<file path="src/rtl/bz_melody_seq.sv">
// Melody sequencer: walks a song ROM ({tune, len} per entry) and plays each note for len beats.
// Define BZ_MELODY_GAP_EN to insert a silent articulation gap at the end of every note.
`timescale 1ns/1ps
module bz_melody_seq #(
  parameter int CLK_HZ      = 50_000_000,
  parameter int BEAT_CYCLES = 3_125_000,
  parameter int GAP_CYCLES  = 500_000,
  parameter int SONG_LEN    = 64,
  localparam int ADDR_W     = $clog2(SONG_LEN)
) (
  input  logic              clk,
  input  logic              rst,
  input  logic              start,
  input  logic              stop,
  input  logic              loop_en,
  output logic [ADDR_W-1:0] rom_addr,
  input  logic [15:0]       rom_data,
  output logic [7:0]        tune,
  output logic              busy,
  output logic              done
);

  localparam int BEAT_W = (BEAT_CYCLES > 1) ? $clog2(BEAT_CYCLES) : 1;
  localparam logic [BEAT_W-1:0] BEAT_LAST = BEAT_W'(BEAT_CYCLES - 1);
  localparam logic [ADDR_W-1:0] IDX_LAST  = ADDR_W'(SONG_LEN - 1);

  localparam logic [2:0] S_IDLE   = 3'd0;
  localparam logic [2:0] S_FETCH  = 3'd1;
  localparam logic [2:0] S_DECODE = 3'd2;
  localparam logic [2:0] S_PLAY   = 3'd3;
  localparam logic [2:0] S_DONE   = 3'd5;
`ifdef BZ_MELODY_GAP_EN
  localparam logic [2:0] S_GAP    = 3'd4;
  // The gap reuses the tail of the last beat, so the note period stays len beats.
  localparam logic [BEAT_W-1:0] PLAY_LAST = BEAT_W'(BEAT_CYCLES - GAP_CYCLES - 1);
`endif

  if (BEAT_CYCLES <= GAP_CYCLES || CLK_HZ <= 0) begin : g_bad_cfg
    $error("bz_melody_seq: BEAT_CYCLES must exceed GAP_CYCLES and CLK_HZ must be positive");
  end

  logic [2:0]        state_q, state_d;
  logic [ADDR_W-1:0] idx_q, idx_d;
  logic [7:0]        tune_q, tune_d;
  logic [7:0]        len_q, len_d;
  logic [BEAT_W-1:0] beat_q, beat_d;
  logic [7:0]        unit_q, unit_d;
  logic              beat_wrap, last_unit, adv, end_hit;

  assign beat_wrap = (beat_q == BEAT_LAST);
  assign last_unit = (unit_q == len_q - 8'd1);

  always_comb begin
    // NOTE: every _d defaults to its _q (and flags to 0) so no latch is inferred.
    state_d = state_q;
    idx_d   = idx_q;
    tune_d  = tune_q;
    len_d   = len_q;
    beat_d  = beat_q;
    unit_d  = unit_q;
    adv     = 1'b0;
    end_hit = 1'b0;

    case (state_q)
      S_IDLE: begin
        idx_d = '0;
        if (start) state_d = S_FETCH;
      end
      S_FETCH: state_d = S_DECODE;
      S_DECODE: begin
        if (rom_data[7:0] == 8'd0) begin
          end_hit = 1'b1;
        end else begin
          tune_d  = rom_data[15:8];
          len_d   = rom_data[7:0];
          beat_d  = '0;
          unit_d  = '0;
          state_d = S_PLAY;
        end
      end
      S_PLAY: begin
        beat_d = beat_wrap ? '0 : beat_q + BEAT_W'(1);
        unit_d = beat_wrap ? unit_q + 8'd1 : unit_q;
`ifdef BZ_MELODY_GAP_EN
        if (last_unit && beat_q == PLAY_LAST) state_d = S_GAP;
`else
        if (last_unit && beat_wrap) adv = 1'b1;
`endif
      end
`ifdef BZ_MELODY_GAP_EN
      S_GAP: begin
        beat_d = beat_wrap ? '0 : beat_q + BEAT_W'(1);
        unit_d = beat_wrap ? unit_q + 8'd1 : unit_q;
        if (beat_wrap) adv = 1'b1;
      end
`endif
      S_DONE: begin
        idx_d   = '0;
        state_d = S_IDLE;
      end
      default: state_d = S_IDLE;
    endcase

    // Completing the last ROM slot ends the song exactly like a sentinel would.
    if (adv) begin
      if (idx_q == IDX_LAST) begin
        end_hit = 1'b1;
      end else begin
        idx_d   = idx_q + ADDR_W'(1);
        state_d = S_FETCH;
      end
    end

    if (end_hit) begin
      if (loop_en) begin
        idx_d   = '0;
        state_d = S_FETCH;
      end else begin
        state_d = S_DONE;
      end
    end

    // stop overrides everything, including a simultaneous start.
    if (stop) begin
      idx_d   = '0;
      state_d = S_IDLE;
    end
  end

  always_ff @(posedge clk) begin
    // NOTE: non-blocking assignments for all state so every register sees pre-edge values.
    if (rst) begin
      state_q <= S_IDLE;
      idx_q   <= '0;
      tune_q  <= '0;
      len_q   <= '0;
      beat_q  <= '0;
      unit_q  <= '0;
    end else begin
      state_q <= state_d;
      idx_q   <= idx_d;
      tune_q  <= tune_d;
      len_q   <= len_d;
      beat_q  <= beat_d;
      unit_q  <= unit_d;
    end
  end

  assign rom_addr = idx_q;
  assign tune     = (state_q == S_PLAY) ? tune_q : 8'h00;
  assign busy     = (state_q != S_IDLE);
  assign done     = (state_q == S_DONE);

endmodule

</file>
<file path="config.mk">
export PLATFORM = sky130hd
export DESIGN_NAME = bz_melody_seq
export DESIGN_NICKNAME = d
export VERILOG_FILES = /design/src/rtl/bz_melody_seq.sv
export SDC_FILE = /design/constraint.sdc
export NUM_CORES = 1
export LEC_CHECK = 0
export ABC_AREA = 1
export BUFFER_PORTS_ARGS = -buffer_cell sky130_fd_sc_hd__clkbuf_2
export CORE_MARGIN = 2
export CORE_UTILIZATION = 59
export DETAILED_ROUTE_END_ITERATION = 8
export GPL_TIMING_DRIVEN = 0
export PLACE_DENSITY = 0.78
export SLEW_MARGIN = 20
export SYNTH_ARGS = -nofsm -noshare
export SYNTH_HDL_FRONTEND = slang
export SYNTH_SLANG_ARGS = --single-unit
</file>
<file path="constraint.sdc">
create_clock -name clk -period 2.5 [get_ports clk]
set_input_delay 0.125 -clock clk [delete_from_list [all_inputs] [get_ports clk]]
set_output_delay 0.125 -clock clk [all_outputs]
set_load 0.01 [all_outputs]
</file>
==> reports/metrics.yaml, run 1 <==
run_status:
  status: "complete, no violations"
yosys:
  seq_area_frac_synth: 0.336
  netlist_area_sq_um: 3280
  synth_cells: 491
  synthArstFlopShare: 0
  synth-edff-count: 0
  yosys_warnings: 0
  ys.flop_type: "dfxtp_1"
  synthDistinctLibCells: 34
  syn_nets: 516
  syn_area_per_cell_sq_um: 6.67
  synth-seq-cells: 55
clock_tree:
  cts-root-buf: "clkbuf_8"
  post_cts_resized: 0
  clock_path_buffers: 2
  clkTransAtPathRegs_ns: 0.10
  cts_buffers: 5
  holdBufCountCts: 0
  cts_tree: "done"
  clock_sinks: 55
  htreeDepth: 2
  post_cts_buffers: 0
  clock_latency_ns: 0.30
setup_path:
  path_class: "flop to flop"
  crit-reg2reg-capture: "rom_addr[3]$_SDFF_PP0_"
  cp-startpoint: "len_q[0]$_SDFFE_PP0P_"
  endpoint: "rom_addr[3]$_SDFF_PP0_"
  cp.arrival_ns: 2.30
  r2r_start: "len_q[0]$_SDFFE_PP0P_"
  r2r_slack_ns: 0.40
  cp_max_fo: 8
  required_ns: 2.71
  cp-end-kind: "flop"
  cp-start-kind: "flop"
  rr_worst_depth: 14
global_routing:
  grt_use_total: 0.253
  grt_overflow: 0
  grt_antenna_before_repair: 0
  grt_pass1_wl_um: 12800
  grt_max_degree: 16
  grt_pass1_vias: 2953
floorplanning:
  core_area_sq_um: 5440
  die_w_um: 78.5
  die-area_sq_um: 6170
  start_util: 0.602
  io_pins: 37
  die_y_um: 78.5
  num_rows: 27
placed_design:
  hpwlAfterDp_um: 5640
  place_congestion: 0.907
  dpl.cell_count: 599
  io_buffers: 36
routing:
  ant_nets: 0
  wirelength_um: 7350
  drc: 0
  drt-initial-drc-count: 146
  wire_per_inst_um: 12.2
  num_vias: 3171
  viasPerCell: 5.24
  firstDrtPassIters: 5
power_and_ir_drop:
  finalPower_mw: 1.48
  ir_worst_vdd_uv: 286
  power_leakage_nw: 1.57
  power_density_nw_per_um2: 409
min_path:
  hold_class: "primary input to flop"
  min_delay_path_depth: 3
final_layout:
  regArea_sq_um: 1100
  finish.net_count: 559
  num-fill-cells: 507
  antenna_cells: 0
  layout_commonest_cell: "nand2_1"
  drive_gt1_frac: 0.152
  layout_common_cells: "nand2_1 (118), inv_1 (62), nor2_1 (59)"
  area_growth_pct: 10.6
  stdcell_count: 605
  multi_input_area_sq_um: 1860
timing:
  final.setup_skew_ns: 0.0106
  fin_setup_tns_ns: 0
  maxSlewViolCount: 0
  worst_pin_slew_ns: 0.496
  fmax_ghz: 0.477
  fin_crit_ns: 2.10
  finalSetupViolations: 0
  hold_viol_final: 0
  relSlewSlack: 0.670
  finalCritPeriodShare: 0.839
  rsz0062_at_grt: "no"
flow_run:
  drv_cap: 0
[cell families (layout without fill, tap and decap cells)]
group                    after synthesis  in the layout  share of synthesized area
AO/OA/AOI/OAI                         68             68                      0.110
XOR/XNOR                              20             20                     0.0535
adder cells (fa/ha/maj)                4              4                     0.0153
buffers and inverters                 81            123                     0.0974
flip-flops                            55             55                      0.336
AND/OR/NAND/NOR                      263            263                      0.388
[worst min path at each step]
stage                                  endpoint        start
after floorplan           len_q[4]$_SDFFE_PP0P_  rom_data[4]
after global placement    len_q[7]$_SDFFE_PP0P_  rom_data[7]
after detailed placement  len_q[7]$_SDFFE_PP0P_  rom_data[7]
after CTS                 len_q[7]$_SDFFE_PP0P_  rom_data[7]
after global routing      len_q[7]$_SDFFE_PP0P_  rom_data[7]
final                     len_q[7]$_SDFFE_PP0P_  rom_data[7]
[layout make-up]
| cell class | count | area share |
|---|---|---|
| Clock buffer | 5 | 0.0190 |
| Inverter | 69 | 0.0722 |
| Buffer | 12 | 0.0159 |
| Timing Repair Buffer | 36 | 0.0497 |
| Sequential cell | 55 | 0.304 |
| Multi-Input combinational cell | 355 | 0.512 |
| Clock inverter | 1 | 0.00207 |
| Tap cell | 72 | 0.0249 |
[critical path, stage by stage (launching register included)]
cell and delay (ns):
dfxtp_1 0.39, inv_1 0.13, ha_1 0.34, inv_1 0.06, nand2_1 0.04, nand2_1 0.08
nand3_2 0.10, nor2_2 0.10, nand3_2 0.14, nor2_8 0.19, nand3_2 0.10, nand3_2 0.10
nand2_2 0.10, nand2_1 0.07, inv_1 0.03
[power breakdown]
group	switching, mW	total [mW]	internal [mW]
clock	0.281	0.468	0.187
combinational	0.0805	0.124	0.0437
sequential	0.00709	0.891	0.884
[state kept, by name, summed over array words and instances, names as in the netlist]
register,count
beat_q,22
tune_q,8
state_q,3
rom_addr,6
unit_q,8
len_q,8
[per-layer routing]
metal	part of all wire	vias up	track usage
li1	-	1662	-
met1	0.46	1449	0.326
met2	0.50	54	0.446
met3	0.028	6	0.0287
met4	0.0076	0	0.0702
met5	0	-	0
[stage by stage]
stage,instance area [sq um],utilization,hold slack (ns),setup WS [ns]
2_1_floorplan,3280,-,0.260,0.738
3_3_place_gp,3550,0.652,0.379,0.511
3_5_place_dp,3550,0.652,0.378,0.442
4_1_cts,3620,0.666,0.0575,0.420
5_1_grt,3620,0.666,0.0737,0.143
6_report,3620,0.666,0.0582,0.403
[synth_stat cells (2+ instances only)]
cell,n,area share
clkbuf_1,7,0.0080
inv_1,62,0.071
nor3_1,7,0.011
nor2_1,59,0.068
buf_2,4,0.0061
o21ai_1,7,0.011
nand2_1,118,0.14
inv_2,6,0.0069
a211oi_1,3,0.0069
o21ai_0,19,0.029
nor2_4,2,0.0069
xor2_1,16,0.043
nand3_1,36,0.055
nand3_2,5,0.015
dfxtp_1,55,0.34
nor4_1,2,0.0038
nor2_8,4,0.024
a21oi_1,35,0.053
o21ai_2,2,0.0053
nand2_2,4,0.0076
xnor2_1,4,0.011
ha_1,4,0.015
nand3b_1,2,0.0046
nand4_1,13,0.025
nor2_2,5,0.0095
nor3_2,2,0.0061
No activity file was read; power rests on OpenSTA's default activity.
==> run 2, diff against run 1 <==
==> constraint.sdc (replaced) <==
create_clock -name clk -period 2.05 [get_ports clk]
set_input_delay 0.1025 -clock clk [delete_from_list [all_inputs] [get_ports clk]]
set_output_delay 0.1025 -clock clk [all_outputs]
set_load 0.01 [all_outputs]
==> run 2 against run 1 <==
  * Worst hold slack lost 0.018 ns
  * Global-route usage is essentially flat
  * Combinational power grew 29%
==> reports/metrics.yaml, run 2 (synthesized netlist as in run 1, its figures left out) <==
run_status:
  status: "complete, no violations"
setup_path:
  cp_max_fo: 10  # +2
  crit_buf_inv: 3  # unchanged
  path_cells: "nand2_2 -> nor2_8 -> inv_1 -> clkbuf_1 -> nor2_1 -> clkbuf_2"
  slowest_delay_ns: 0.42  # +0.03 ns
  required_ns: 1.95  # -0.76 ns
  cp.arrival_ns: 1.78  # -0.52 ns
  crit_slowest_cell: "dfxtp_1"
  path_class: "flop to output pin"
  cp-start-kind: "flop"
  cp-end-kind: "output pin"
  path_delay_family: "buffers and inverters"
global_routing:
  grt_max_degree: 16  # unchanged
  grt_overflow: 0  # unchanged
  grt_pass1_wl_um: 12800  # +0.27%
  grt_use_total: 0.254  # +0.000487
  grt_pass1_vias: 2944  # -0.30%
  grt_antenna_before_repair: 0  # unchanged
floorplanning:
  die_w_um: 78.5  # unchanged
  num_rows: 27  # unchanged
  start_util: 0.602  # unchanged
  die-area_sq_um: 6170  # unchanged
  die_y_um: 78.5  # unchanged
  io_pins: 37  # unchanged
  core_area_sq_um: 5440  # unchanged
clock_tree:
  htreeDepth: 2  # unchanged
  cts-root-buf: "clkbuf_8"
  clkTransAtPathRegs_ns: 0.10  # about the same
  holdBufCountCts: 0  # unchanged
  clock_sinks: 55  # unchanged
  cts_tree: "done"
  clock_path_buffers: 2  # unchanged
  cts_buffers: 5  # unchanged
  clock_latency_ns: 0.30  # about the same
timing:
  fin_crit_ns: 1.89
  finalSetupViolations: 0  # unchanged
  maxSlewViolCount: 0  # unchanged
  relSlewSlack: 0.662  # -0.00746
  hold_viol_final: 0  # unchanged
  worst_pin_slew_ns: 0.507  # +0.0112 ns
  final.setup_skew_ns: 0.00860  # -0.00204 ns
  finalCritPeriodShare: 0.920
  fmax_ghz: 0.530
  rsz0062_at_grt: "no"
final_layout:
  largest_reg_flops: 22  # unchanged
  area_growth_pct: 12.5
  layout_common_cells: "nand2_1 (117), inv_1 (61), nor2_1 (58)"
  finish.net_count: 563  # +0.72%
  layout_commonest_cell: "nand2_1"
  antenna_cells: 0  # unchanged
  regMostFlops: "beat_q"
  stdcell_count: 609  # +0.66%
  drive_gt1_frac: 0.171  # +0.0194
  num-fill-cells: 502  # -0.99%
routing:
  wirelength_um: 7440  # +1.2%
  viasPerCell: 5.20  # -0.81%
  drc: 0  # unchanged
  firstDrtPassIters: 5  # unchanged
  ant_nets: 0  # unchanged
  drt-initial-drc-count: 152  # +4.1%
  num_vias: 3166  # -0.16%
  wire_per_inst_um: 12.2  # +0.49%
power_and_ir_drop:
  power_leakage_nw: 1.62  # +2.8%
  ir_worst_vdd_uv: 349  # +22%
  power_density_nw_per_um2: 493  # +20%
  finalPower_mw: 1.82  # +22%
placed_design:
  hpwlAfterDp_um: 5640  # unchanged
  dpl.cell_count: 599  # unchanged
  io_buffers: 36  # unchanged
  place_congestion: 0.907  # unchanged
min_path:
  hold_class: "primary input to flop"
flow_run:
  drv_cap: 0  # unchanged
==> run 2: final cells by class <==
| class | count | area [sq um] | share of cell area |
|---|---|---|---|
| Clock inverter | 1 | 7.51 | 0.00204 |
| Timing Repair Buffer | 40 | 210 | 0.0570 |
| Sequential cell | 55 | 1110 | 0.300 |
| Multi-Input combinational cell | 355 | 1880 | 0.510 |
| Tap cell | 72 | 90.1 | 0.0244 |
| Buffer | 12 | 57.6 | 0.0156 |
| Clock buffer | 5 | 68.8 | 0.0187 |
| Inverter | 69 | 264 | 0.0716 |
==> run 2: final timing paths <==
path,slack [ns],start,depth (start not counted),endpoint
setup reg to reg,0.19,len_q[1]$_SDFFE_PP0P_,13,rom_addr[0]$_SDFF_PP0_
setup / recovery,0.16,state_q[0]$_SDFF_PP0_,6,tune[2]
hold / removal,0.04,rom_data[7],3,len_q[7]$_SDFFE_PP0P_
hold reg to reg,0.46,tune_q[4]$_SDFFE_PP0P_,2,tune_q[4]$_SDFFE_PP0P_
==> run 2: worst min-delay path, delay by kind of cell <==
family | cells | cell delay [ns]
buffers and inverters | 1 | 0.09
and+or+nand+nor | 2 | 0.12
==> run 2: layer usage <==
layer | global-route usage | routed length, um
met4 | 0.0684 | 54
met2 | 0.445 | 3810
met5 | 0 | 0
met1 | 0.329 | 3370
met3 | 0.0276 | 210
==> run 2: through the flow <==
| step | TNS (ns) | setup slack (ns) | util | cell area (sq um) | hold WS (ns) |
|---|---|---|---|---|---|
| finish | 0 | 0.163 | 0.678 | 3690 | 0.0402 |
| global route | 0 | 0.0108 | 0.678 | 3690 | 0.0512 |
| floorplan | 0 | 0.288 | - | 3280 | 0.237 |
| CTS | 0 | 0.00132 | 0.668 | 3630 | 0.0350 |
| global placement | 0 | 0.0614 | 0.652 | 3550 | 0.357 |
| detailed placement | -0.0291 | -0.00826 | 0.652 | 3550 | 0.356 |
==> run 2: timing repair <==
action | in CTS | in global routing
setup endpoints to repair | 5 | 10
buffers inserted | 1 | 3
pin swaps | 1 | 3
endpoints found under the hold margin | 0 | 0
gates resized for setup | 1 | 10
==> run 2: where the power goes <==
part | switching (mW) | internal [mW] | total [mW]
clock | 0.342 | 0.228 | 0.570
combinational | 0.101 | 0.0595 | 0.160
sequential | 0.00893 | 1.08 | 1.09
total | 0.451 | 1.36 | 1.82
==> run 3, diff against run 2 <==
--- a/config.mk
+++ b/config.mk
@@ -8,10 +8,10 @@
 export ABC_AREA = 1
 export BUFFER_PORTS_ARGS = -buffer_cell sky130_fd_sc_hd__clkbuf_2
 export CORE_MARGIN = 2
-export CORE_UTILIZATION = 59
+export CORE_UTILIZATION = 53
 export DETAILED_ROUTE_END_ITERATION = 8
 export GPL_TIMING_DRIVEN = 0
-export PLACE_DENSITY = 0.78
+export PLACE_DENSITY = 0.74
 export SLEW_MARGIN = 20
 export SYNTH_ARGS = -nofsm -noshare
 export SYNTH_HDL_FRONTEND = slang
==> constraint.sdc (replaced) <==
create_clock -name clk -period 1.7 [get_ports clk]
set_input_delay 0.085 -clock clk [delete_from_list [all_inputs] [get_ports clk]]
set_output_delay 0.085 -clock clk [all_outputs]
set_load 0.01 [all_outputs]
==> run 3 against run 2 <==
  * The flow now finishes with violations (setup timing)
  * Die area increased by 11%
  * Power rose by 25%
  * Clock-buffer cell count increased by 1
  * Combinational power is 37% higher
  * Setup slack got worse by 0.25 ns
  * Utilization is 1.2 points higher
  * Flip-flop and latch count unchanged
  * Clock power increased by 31%
  * Largest power group unchanged
  * Register-to-register slack lost 0.28 ns
  * Final cell count rose by 4.8%
  * Routed wire length grew 13%
  * Sequential share of layout area down 2.6 points
==> reports/metrics.yaml, run 3 (synthesized netlist as in run 1, its figures left out) <==
power_and_ir_drop:
  power_density_nw_per_um2: 554  # +12%
  switching_power_mw: 0.572  # +27%
  power_leakage_nw: 1.78  # +10%
  p_comb_frac: 0.097  # +0.009
  seq_power_share: 0.576  # -0.022
  power.share.clock: 0.328  # +0.014
  p_sw_frac: 0.252  # +0.00321
  ir_worst_vdd_uv: 415  # +19%
  intPower_mw: 1.70  # +25%
routing:
  drc: 0  # unchanged
  num_vias: 3379  # +6.7%
  viasPerCell: 5.30  # +1.9%
  wirelength_um: 8370  # +13%
  ant_nets: 0  # unchanged
  wire_per_inst_um: 13.1  # +7.5%
  drt-initial-drc-count: 230  # +51%
  firstDrtPassIters: 5  # unchanged
global_routing:
  grt_pass1_wl_um: 13300  # +3.8%
  grt_overflow: 0  # unchanged
  grt_antenna_before_repair: 0  # unchanged
  grt_use_total: 0.250  # -0.00387
  grt_pass1_vias: 3053  # +3.7%
  grt_max_degree: 16  # unchanged
placed_design:
  hpwlAfterDp_um: 5640  # about the same
  place_area_sq_um: 3560  # +0.49%
  place_ws_ns: -0.295  # -0.287 ns
  io_buffers: 36  # unchanged
  place_congestion: 0.882  # -2.8%
final_layout:
  largest_reg_flops: 22  # unchanged
  num-fill-cells: 507  # +1.0%
  area_growth_pct: 25.3
  multi_input_area_sq_um: 2040  # +8.6%
  finish.net_count: 588  # +4.4%
  layout_commonest_cell: "nand2_1"
  regArea_sq_um: 1130  # +1.7%
  antenna_cells: 0  # unchanged
  regMostFlops: "beat_q"
  postLayoutCellArea_sq_um: 4110  # +11%
  layout_common_cells: "nand2_1 (103), nor2_1 (54), inv_1 (51)"
  drive_gt1_frac: 0.297  # +0.125
run_status:
  violations: "setup timing"
  status: "finished, violations left"
clock_tree:
  holdBufCountCts: 0  # unchanged
  clock_path_buffers: 2  # unchanged
  cts-root-buf: "clkbuf_8"
  clkTransAtPathRegs_ns: 0.10  # about the same
  htreeDepth: 2  # unchanged
  clock_latency_ns: 0.31  # about the same
  clock_sinks: 55  # unchanged
  cts_tree: "done"
  cts_buffers: 5  # unchanged
timing:
  final.setup_skew_ns: 0.00544  # -0.00316 ns
  maxSlewViolCount: 0  # unchanged
  finalCritPeriodShare: 1.05
  fin_crit_ns: 1.79
  worst_pin_slew_ns: 0.497  # -0.0102 ns
  fmax_ghz: 0.559
  hold_viol_final: 0  # unchanged
  setup_ws_ns: -0.0877  # -0.251 ns
  rsz0062_at_grt: "yes"
  finalSetupViolations: 11  # +11
  relSlewSlack: 0.669  # +0.00677
floorplanning:
  num_rows: 28  # +3.7%
  start_util: 0.550  # -0.0523
  die_w_um: 82.6  # +5.2%
  core_area_sq_um: 5960  # +9.5%
  io_pins: 37  # unchanged
  die_y_um: 82.6  # +5.2%
  die-area_sq_um: 6830  # +11%
min_path:
  hold_class: "primary input to flop"
  min_delay_path_depth: 3  # unchanged
setup_path:
  cp.arrival_ns: 2.01  # +0.23 ns
  path_class: "flop to flop"
  crit_slowest_cell: "dfxtp_4"
  rr_worst_depth: 14  # +1
  cp-end-kind: "flop"
  slowest_delay_ns: 0.38  # -0.04 ns
  path_cells: "inv_6 -> ha_4 -> inv_2 -> nand2_2 -> nand2_2 -> nand3_2 -> nor2_4 -> nand3_4 -> nor2_8 -> nand3_4 -> nand3_4 -> nand2_4 -> nand2_2 -> inv_2"
  cp-start-kind: "flop"
  r2r_slack_ns: -0.09  # -0.28 ns
  cp_max_fo: 5  # -5
  required_ns: 1.92  # -0.03 ns
flow_run:
  drv_cap: 0  # unchanged
## run 3: changes by cell type in the layout (fill, tap and decap cells not counted), sizes merged
cell / previous run / this run
buf: 9 / 35
inv: 69 / 68
clkinv: 0 / 1
## run 3: worst paths after layout
path                               start                      to
hold reg to reg   tune_q[0]$_SDFFE_PP0P_  tune_q[0]$_SDFFE_PP0P_
setup / recovery   len_q[0]$_SDFFE_PP0P_  rom_addr[5]$_SDFF_PP0_
setup reg to reg   len_q[0]$_SDFFE_PP0P_  rom_addr[5]$_SDFF_PP0_
hold / removal               rom_data[4]   len_q[4]$_SDFFE_PP0P_
## run 3: layer usage
layer / wire, um / global-route usage / vias up
li1: - / - / 1711
met1: 3860 / 0.327 / 1554
met2: 4050 / 0.427 / 104
met3: 370 / 0.0413 / 10
met4: 98 / 0.0639 / 0
met5: 0 / 0 / -
## run 3: power by group through the flow
stage               Combinational [mW]  Clock (mW)  Sequential, mW
finish                           0.220       0.745            1.31
global route                     0.243       0.795            1.31
detailed placement               0.184           0            1.34
global placement                 0.181           0            1.34
CTS                              0.202       0.754            1.31
floorplan                        0.126           0            1.34
## run 3: cell type report
type | count | share of cell area
buffer | 11 | 0.0146
clock inverter | 1 | 0.00122
clock buffer | 6 | 0.0201
inverter | 69 | 0.0658
sequential | 55 | 0.274
timing repair buffer | 66 | 0.104
multi-input combinational | 355 | 0.497
tap | 75 | 0.0229
## run 3: per-stage QoR
step	power, mW	TNS (ns)	util	cells	hold slack (ns)
after global routing	2.35	-2.58	0.689	638	0.0505
after CTS	2.27	-0.699	0.651	625	0.0250
after detailed placement	1.52	-3.14	0.599	602	0.346
after global placement	1.52	-1.60	0.599	602	0.344
after floorplan	1.46	0	-	491	0.220
final	2.27	-0.572	0.689	638	0.0305
## run 3: critical path: cells and delay by family (launching register included)
kind,cells,cell delay (ns)
DFF,1,0.38
buffers and inverters,3,0.11
and+or+nand+nor,10,0.96
adders and majority gates,1,0.23
## run 3: repair_timing
item / CTS / global route
endpoints found under the setup margin: 42 / 53
buffers inserted: 17 / 13
pin swaps: 24 / 19
resized for setup: 34 / 46
cloned: 0 / 0
